==> config.mk <==
export PLATFORM = sky130hd
export DESIGN_NAME = seg7_mux_driver
export DESIGN_NICKNAME = d
export VERILOG_FILES = /design/src/rtl/seg7_mux_driver.sv
export SDC_FILE = /design/constraint.sdc
export NUM_CORES = 1
export LEC_CHECK = 0
export CORE_ASPECT_RATIO = 2
export CORE_MARGIN = 2
export CORE_UTILIZATION = 55
export CTS_CLUSTER_SIZE = 8
export DETAILED_ROUTE_END_ITERATION = 8
export PLACE_DENSITY = 0.76
export SLEW_MARGIN = 15
export SYNTH_ARGS = -nofsm -noshare
export SYNTH_HDL_FRONTEND = slang
export SYNTH_SLANG_ARGS = --single-unit
==> constraint.sdc <==
create_clock -name CLK -period 3.3 [get_ports CLK]
set_clock_uncertainty 0.2 [all_clocks]
set_input_delay 0.66 -clock CLK [delete_from_list [all_inputs] [get_ports CLK]]
set_output_delay 0.66 -clock CLK [all_outputs]
set_load 0.01 [all_outputs]
==> src/rtl/seg7_mux_driver.sv <==
// seg7_mux_driver
// ---------------
// Sequential binary-to-BCD converter (shift-add-3, one input bit per clock)
// driving DIGITS time-multiplexed 7-segment digits.
//
// Ports:
//   CLK    in   system clock
//   RST_N  in   asynchronous active-low reset
//   VALUE  in   [IN_W-1:0] unsigned value, sampled on LOAD while idle
//   LOAD   in   single-cycle strobe; ignored while BUSY=1
//   BUSY   out  conversion in progress
//   SEG    out  [6:0] segments {a,b,c,d,e,f,g}, SEG[6]=a
//   AN     out  [DIGITS-1:0] digit enables, AN[0] = units digit
//   OVF    out  committed value needs more than DIGITS decimal digits
//
// Optional feature macro: SEG7_LEADING_ZERO_BLANK_EN
//   defined   -> leading zero digits (above digit 0) are blanked
//   undefined -> every digit is shown, including leading zeros
module seg7_mux_driver #(
    parameter int IN_W           = 8,
    parameter int DIGITS         = 3,
    parameter int REFRESH_DIV    = 50000,
    parameter int SEG_ACTIVE_LOW = 1,
    parameter int AN_ACTIVE_LOW  = 1
) (
    input  logic              CLK,
    input  logic              RST_N,
    input  logic [IN_W-1:0]   VALUE,
    input  logic              LOAD,
    output logic              BUSY,
    output logic [6:0]        SEG,
    output logic [DIGITS-1:0] AN,
    output logic              OVF
);

    localparam int BCD_INT = (IN_W * 3) / 10 + 1;
    localparam int BCD_W   = BCD_INT * 4;
    localparam int DISP_W  = DIGITS * 4;
    localparam int CP      = (DIGITS < BCD_INT) ? DIGITS : BCD_INT;
    localparam int CNT_W   = $clog2(IN_W + 1);
    localparam int REF_W   = $clog2(REFRESH_DIV);
    localparam int IDX_W   = (DIGITS > 1) ? $clog2(DIGITS) : 1;

    localparam logic [6:0] SEG_DASH  = 7'b1111110;
    localparam logic [6:0] SEG_BLANK = 7'b1111111;
    localparam logic [6:0] SEG_ZERO  = 7'b0000001;

    localparam logic [6:0]        SEG_RST = (SEG_ACTIVE_LOW != 0) ? SEG_ZERO : ~SEG_ZERO;
    localparam logic [DIGITS-1:0] AN_RST  = (AN_ACTIVE_LOW != 0) ? ~DIGITS'(1) : DIGITS'(1);

`ifdef SEG7_LEADING_ZERO_BLANK_EN
    // After reset the value is 0, so everything except digit 0 is blank.
    localparam logic [DIGITS-1:0] MASK_RST = ~DIGITS'(1);
`else
    localparam logic [DIGITS-1:0] MASK_RST = '0;
`endif

    typedef enum logic [1:0] {IDLE, CONV, COMMIT} state_t;

    // Active-low segment pattern for one BCD nibble; 10..15 decode blank.
    function automatic logic [6:0] dec_al(input logic [3:0] n);
        logic [6:0] s;
        case (n)
            4'd0:    s = 7'b0000001;
            4'd1:    s = 7'b1001111;
            4'd2:    s = 7'b0010010;
            4'd3:    s = 7'b0000110;
            4'd4:    s = 7'b1001100;
            4'd5:    s = 7'b0100100;
            4'd6:    s = 7'b0100000;
            4'd7:    s = 7'b0001111;
            4'd8:    s = 7'b0000000;
            4'd9:    s = 7'b0000100;
            default: s = SEG_BLANK;
        endcase
        return s;
    endfunction

    state_t            state_q, state_d;
    logic [IN_W-1:0]   bin_q, bin_d;
    logic [BCD_W-1:0]  bcd_q, bcd_d;
    logic [CNT_W-1:0]  cnt_q, cnt_d;
    logic [DISP_W-1:0] disp_q, disp_d;
    logic [DIGITS-1:0] mask_q, mask_d;
    logic              ovf_q, ovf_d;
    logic [REF_W-1:0]  ref_q, ref_d;
    logic [IDX_W-1:0]  idx_q, idx_d;
    logic [6:0]        seg_q, seg_d;
    logic [DIGITS-1:0] an_q, an_d;

    logic [BCD_W-1:0]       bcd_adj;
    logic [BCD_W+IN_W-1:0]  shifted;
    logic [DISP_W-1:0]      commit_digits;
    logic [DIGITS-1:0]      commit_mask;
    logic                   commit_ovf;

    // ---------------- conversion datapath ----------------
    always_comb begin
        bcd_adj = bcd_q;
        for (int i = 0; i < BCD_INT; i++) begin
            if (bcd_q[i*4 +: 4] >= 4'd5)
                bcd_adj[i*4 +: 4] = bcd_q[i*4 +: 4] + 4'd3;
        end
        shifted = {bcd_adj, bin_q} << 1;
    end

    // Digits that land in the display; any missing upper digits are zero.
    always_comb begin
        commit_digits = '0;
        commit_digits[CP*4-1:0] = bcd_q[CP*4-1:0];
    end

    generate
        if (BCD_INT > DIGITS) begin : g_ovf
            assign commit_ovf = |bcd_q[BCD_W-1:DISP_W];
        end else begin : g_no_ovf
            assign commit_ovf = 1'b0;
        end
    endgenerate

`ifdef SEG7_LEADING_ZERO_BLANK_EN
    logic nz_acc;
    // Walk from the top digit down; a digit is blank while everything at
    // and above it is zero. Digit 0 is never blanked.
    always_comb begin
        commit_mask = '0;
        nz_acc      = 1'b0;
        for (int i = DIGITS - 1; i >= 1; i--) begin
            nz_acc         = nz_acc | (commit_digits[i*4 +: 4] != 4'd0);
            commit_mask[i] = ~nz_acc;
        end
    end
`else
    assign commit_mask = '0;
`endif

    // ---------------- FSM next state ----------------
    always_comb begin
        state_d = state_q;
        bin_d   = bin_q;
        bcd_d   = bcd_q;
        cnt_d   = cnt_q;
        disp_d  = disp_q;
        mask_d  = mask_q;
        ovf_d   = ovf_q;
        case (state_q)
            IDLE: begin
                if (LOAD) begin
                    bin_d   = VALUE;
                    bcd_d   = '0;
                    cnt_d   = CNT_W'(IN_W);
                    state_d = CONV;
                end
            end
            CONV: begin
                {bcd_d, bin_d} = shifted;
                cnt_d = cnt_q - CNT_W'(1);
                if (cnt_q == CNT_W'(1))
                    state_d = COMMIT;
            end
            COMMIT: begin
                disp_d  = commit_digits;
                mask_d  = commit_mask;
                ovf_d   = commit_ovf;
                state_d = IDLE;
            end
            default: state_d = IDLE;
        endcase
    end

    // ---------------- refresh scan ----------------
    logic       ref_wrap;
    logic [3:0] cur_nib;
    logic [6:0] seg_al;

    always_comb begin
        ref_wrap = (ref_q == REF_W'(REFRESH_DIV - 1));
        ref_d    = ref_wrap ? '0 : ref_q + REF_W'(1);
        idx_d    = idx_q;
        if (ref_wrap)
            idx_d = (idx_q == IDX_W'(DIGITS - 1)) ? '0 : idx_q + IDX_W'(1);
    end

    // SEG/AN are built from next-state display data so a commit and the
    // digit it affects reach the pins on the same edge; the display
    // register only changes at COMMIT, so no partial value is ever shown.
    always_comb begin
        cur_nib = disp_d[idx_d*4 +: 4];
        if (ovf_d)
            seg_al = SEG_DASH;
        else if (mask_d[idx_d])
            seg_al = SEG_BLANK;
        else
            seg_al = dec_al(cur_nib);
        seg_d = (SEG_ACTIVE_LOW != 0) ? seg_al : ~seg_al;
        an_d  = (AN_ACTIVE_LOW != 0) ? ~(DIGITS'(1) << idx_d) : (DIGITS'(1) << idx_d);
    end

    // ---------------- registers ----------------
    always_ff @(posedge CLK or negedge RST_N) begin
        if (!RST_N) begin
            state_q <= IDLE;
            bin_q   <= '0;
            bcd_q   <= '0;
            cnt_q   <= '0;
            disp_q  <= '0;
            mask_q  <= MASK_RST;
            ovf_q   <= 1'b0;
            ref_q   <= '0;
            idx_q   <= '0;
            seg_q   <= SEG_RST;
            an_q    <= AN_RST;
        end else begin
            state_q <= state_d;
            bin_q   <= bin_d;
            bcd_q   <= bcd_d;
            cnt_q   <= cnt_d;
            disp_q  <= disp_d;
            mask_q  <= mask_d;
            ovf_q   <= ovf_d;
            ref_q   <= ref_d;
            idx_q   <= idx_d;
            seg_q   <= seg_d;
            an_q    <= an_d;
        end
    end

    assign BUSY = (state_q != IDLE);
    assign OVF  = ovf_q;
    assign SEG  = seg_q;
    assign AN   = an_q;

endmodule

* Yosys cells after proc, flatten, opt, wreduce, memory -nomap -nowiden
Memories as Yosys holds them, arrays and structs flattened.
Cells that the tools add are included.
W data, S select, Z words.
** Storage, ports and cells
- Register bits after elaboration :: 70
- Bits in read-only memories :: 112
- Input bits :: 11
- Output and inout bits :: 12
- Word-level logic and storage cells :: 59
- Memories kept :: 1
** Operators by class
- Add/subtract/negate cells :: 6
- $lt $le $gt $ge :: 4
- Equality and inequality tests :: 7
- Shift-type cells :: 2
- Multiplexer cells :: 22
- Bitwise gates (word level) :: 1
- Reductions and logical operators :: 5
** Memories
- (no name shown) :: depth 16, width 7, rd ports 1, clocked after Yosys merged registers in 0, wr ports 0, line 63 : case (n)
** Operators by type and width (count)
- $mux W12 :: 2
- $pmux W12 S2 :: 1
- $add A16 B1 Y16 const B :: 1
- $eq A16 B16 Y1 const B :: 1
- $mux W16 :: 1
- $pmux W8 S2 :: 1
- $mux W7 :: 2
- $ge A4 B3 Y1 const B :: 3
- $mux W4 :: 3
- $shiftx A12 B5 Y4 :: 1
- $add A4 B2 Y4 const B :: 2
- $mux W2 :: 4
- $mux W8 :: 1
- $pmux W4 S2 :: 1
- $mux W3 :: 2
- $eq A2 B2 Y1 const B :: 2
- $eq A4 B1 Y1 const B :: 1
- $ne A2 B2 Y1 const B :: 2
- $pmux W2 S2 :: 1
- $reduce_and A2 Y1 :: 2
- $reduce_bool A2 Y1 :: 2
- $sub A4 B1 Y4 const B :: 1
- $add A3 B2 Y3 const B :: 1
- $lt A2 B3 Y1 const B :: 1
- 7 further kinds :: 8

* Logic depth before layout (Yosys ltp)
- Depth in word-level cells :: 7
- Gate-level depth with buffers :: 14
- Mapped depth without buffers :: 11

* Worst setup path after synthesis
OpenSTA, ideal clock, no wires.
- Path kind :: reg2reg
- From :: register ref_q[0]
- To :: register seg_q[0], in the netlist SEG[0]
- Library setup time :: 0.077 ns
- Arrival :: 2.464 ns
- Required time :: 3.023 ns
- Setup slack :: 0.558 ns
- Cell stages (with the launch flop) :: 15
- Path buffers :: 3
- Clock period less this slack :: 2.742 ns
- Path through :: dfrtp_1 > ha_1 > and3_1 > buf_4 > and4_1 > buf_6 > buf_12 > nor3_1 > a31oi_1 > and4_1 > inv_1 > ha_1 > inv_1 > mux2_2 > a31oi_1
** On the way
- Word-level cells in the longest chain between the ends :: 6
- Elaborated cells between the ends (all ways) :: 8
- Classes of those cells :: eq/ne: 1; shift: 1; mux: 5; memory: 1
** RTL lines
- from (decl) :: line 86 : logic [REF_W-1:0] ref_q, ref_d;
- from (signal assigned) :: line 221 : ref_q <= ref_d;
- $eq A16 B16 Y1 (*) :: line 177 : ref_wrap = (ref_q == REF_W'(REFRESH_DIV - 1));
- $mux W2 (*) :: line 180 : if (ref_wrap)
- $shiftx A12 B5 Y4 or $bmux W1 S2 (tied branches) :: line 188, 191
- $mem_v2 Z16 W7 or $mux W1 (tied branches)
- $mux W7 (*) :: line 191 : else if (mask_d[idx_d])
- $mux W7 (*) :: line 189 : if (ovf_d)
- net seg_al[0] :: line 174 : logic [6:0] seg_al;
- to (signal assigned) :: line 223 : seg_q <= seg_d;
- to (decl) :: line 88 : logic [6:0] seg_q, seg_d;
Mark *: on every way through the listed nets, which the timed path passes. The rest lies on a longest branch. The select of a mux whose other input is x is not followed.
A chain may end at the register's enable or synchronous reset.

* Worst setup path in the final report
- From :: register ref_q[0]
- To :: register seg_q[2], in the netlist SEG[2]
The elaborated chain is that of the path after synthesis.

==> results.ini <==
[logic_synthesis]
async_reset_ff_share_pct=100
synth_top_area_share_pct=46.5
synth_top_flop_cell=dfrtp_1
synth.most_common_cell=dfrtp_1
mappedNetlistArea_um2=3600
avgSynthCellArea_um2=10.0
ys_seq_elements=70
ys_top_cells_by_area=dfrtp_1 47%, ha_1 5.2%, nand2_1 4.3%
ys_seq_area_share_pct=48.7
syn-instance-count=360
synth_fp_nets=386
synth_top_cell_by_area=dfrtp_1
yosysWarningCount=0
synth_cell_types=47
synthTopCellsByCount=67 x dfrtp_1, 41 x nand2_1, 28 x nand3_1, 26 x nor2_1, 25 x inv_1
synth-edff-count=0

[critical_path]
rr_worst_depth=8
required_ns=3.34
crit_start=ref_q[0]
critPathArrivalTime_ns=3.10
crit_fanout=17
cp_cell_sequence=ha_1, and3_1, and4_1, nor3_1, or3_1, ha_1, mux2_2, a22oi_1
cp-endpoint=SEG[2]
timing.rr.end=SEG[2]
worstSetupEndpointType=register
path_class=register to register
reg2reg_from=ref_q[0]
cpMostUsedCell=ha_1
cp_slowest_cell=and4_1
start_kind=register
regToRegSetupSlack_ns=0.24
slowest_delay_ns=0.60

[die]
die_h_um=118
start_util_pct=57.1
dieWidth_um=61.2
rows=41
io_pins=23
core_um2=6310
die_area_um2=7260

[place]
io_buffers=22
gp_congestion=0.830
dp_slack_ns=0.274
hpwl_mm=4.76

[sta]
slew_headroom_pct=47.3
tns_ns=0
rsz0062_at_grt=false
setup_viol=0
fin_crit_ns=3.06
worst_pin_slew_ns=0.791
final_hold_viol_count=0
post-route-period-util_pct=92.7
hold_ws_ns=0.205
setup_ws_ns=0.241
slew_violations=0
fmax_mhz=327

[route]
wl_mm=6.78
via_per_inst=5.55
drc=0
avgRoutedWirePerCell_um=14.4
num_vias=2612
drt_pass1_iterations=4
ant_nets=0
drtIter0Drc=112

[clock_tree]
cts_made_buffers=9
root_buffer=clkbuf_16
postCtsSetupBuffers=0
clockBufferDepth=2
clock-sinks=70
h-tree-depth=3
tritoncts=yes
ctsHoldBuffers=0
clkLatencyLatePin_ns=0.33
cts.clk_slew.worst_paths_ns=0.06
cts.repair.resized=0

[cells_and_area]
fillers=501
nets=406
area.growth.synth_to_final_pct=15.7
diodes=0
layout-drive-gt1-share_pct=11.4
finish.utilization_pct=66.1

[power_and_ir_drop]
cellPowerDensity_nw_per_um2=840
power_w=0.00350
cellLeakagePower_nw=1.95
ir_drop_v=0.000667

[hold_path]
hold_class=input port to asynchronous set/reset pin

[global_route]
gr-usage-all-layers_pct=21.9
grt_pass1_vias=2666
grt_max_degree=37
antenna_found_initial=0
grt-ovfl-total=0
grt_pass1_wl_mm=11.9

[run]
drv_cap=0

[outcome]
outcome=finished, final reports clean

-- cell type report --
type	count	area, um2	area share (%)
inverters	25	93.8	2.25
repair buffers	28	273	6.54
flip-flops and latches	70	1760	42.1
multi-input cells	246	1630	39.0
clock inverters	3	42.5	1.02
clock buffers	13	270	6.48
well taps	86	108	2.58
-- cell families (layout without fill, tap and decap cells) --
group / after synthesis / after routing / synth area share [%]
multiplexers: 18 / 18 / 5.66
adder cells (fa/ha/maj): 15 / 15 / 5.21
AND/OR/NAND/NOR: 140 / 140 / 20.2
XOR/XNOR: 20 / 20 / 4.86
buffers and inverters: 44 / 69 / 6.14
AO/OA/AOI/OAI: 53 / 53 / 9.27
flip-flops: 70 / 70 / 48.7
-- how the worst min path moves through the flow --
| stage | endpoint | startpoint | cells after the start |
|---|---|---|---|
| 2_1_floorplan | AN[0] | RST_N | 0 |
| 3_3_place_gp | mask_q[0] | mask_q[0] | 2 |
| 3_5_place_dp | mask_q[2] | mask_q[2] | 2 |
| 4_1_cts | SEG[4] | RST_N | 1 |
| 5_1_grt | SEG[4] | RST_N | 1 |
| 6_report | SEG[4] | RST_N | 1 |
-- layer usage --
metal  GRT usage (%)  share of wire (%)
met1            24.9                 39
met2            36.4                 55
met3            5.25                2.8
met4            11.0                3.3
met5               0                  0
-- registers in the layout (all words and copies together), names as in the netlist --
signal / count
ref_q: 16
bcd_q: 12
disp_q: 12
bin_q: 8
SEG: 7
cnt_q: 4
AN: 3
mask_q: 3
idx_q: 2
state_q: 2
OVF: 1
-- metrics by stage --
stage	instance area (um2)	instances
after floorplan	3600	360
after global placement	3860	455
final	4170	471
after CTS	4170	471
after detailed placement	3860	455
after global routing	4170	471
-- placed cells by master, fill, tap and decap left out, types with 4 or more instances in the layout --
cell type        netlist  routed
inv_1                 25      25
o21ai_0               17      17
a31oi_1               12      12
mux2i_1                8       8
and2_1                 5       5
o31ai_1                4       4
nand2_1               41      41
nand3_1               28      28
nor2_1                26      26
nor3_1                 9       9
buf_4                  1       5
xor2_1                10      10
nand2b_1               7       7
nand4_1                4       4
a21oi_1                9       9
dfrtp_1               67      67
mux2_2                 7       7
clkbuf_16              0       9
ha_1                  15      15
xnor2_1               10      10
clkdlybuf4s50_1        0      21
-- critical path: cells and delay by family, from the launching register on --
family / cells / cell delay, ns
adders and majority gates: 2 / 0.43
and+or+nand+nor: 4 / 1.48
AOI/OAI and AO/OA: 1 / 0.20
DFF: 1 / 0.39
muxes: 1 / 0.26
-- power by group --
group,internal (W),total [W],switching (W)
combinational,0.000558,0.00124,0.000685
clock,0.000645,0.00100,0.000354
sequential,0.00111,0.00126,0.000151
No activity file was read; power rests on OpenSTA's default activity.
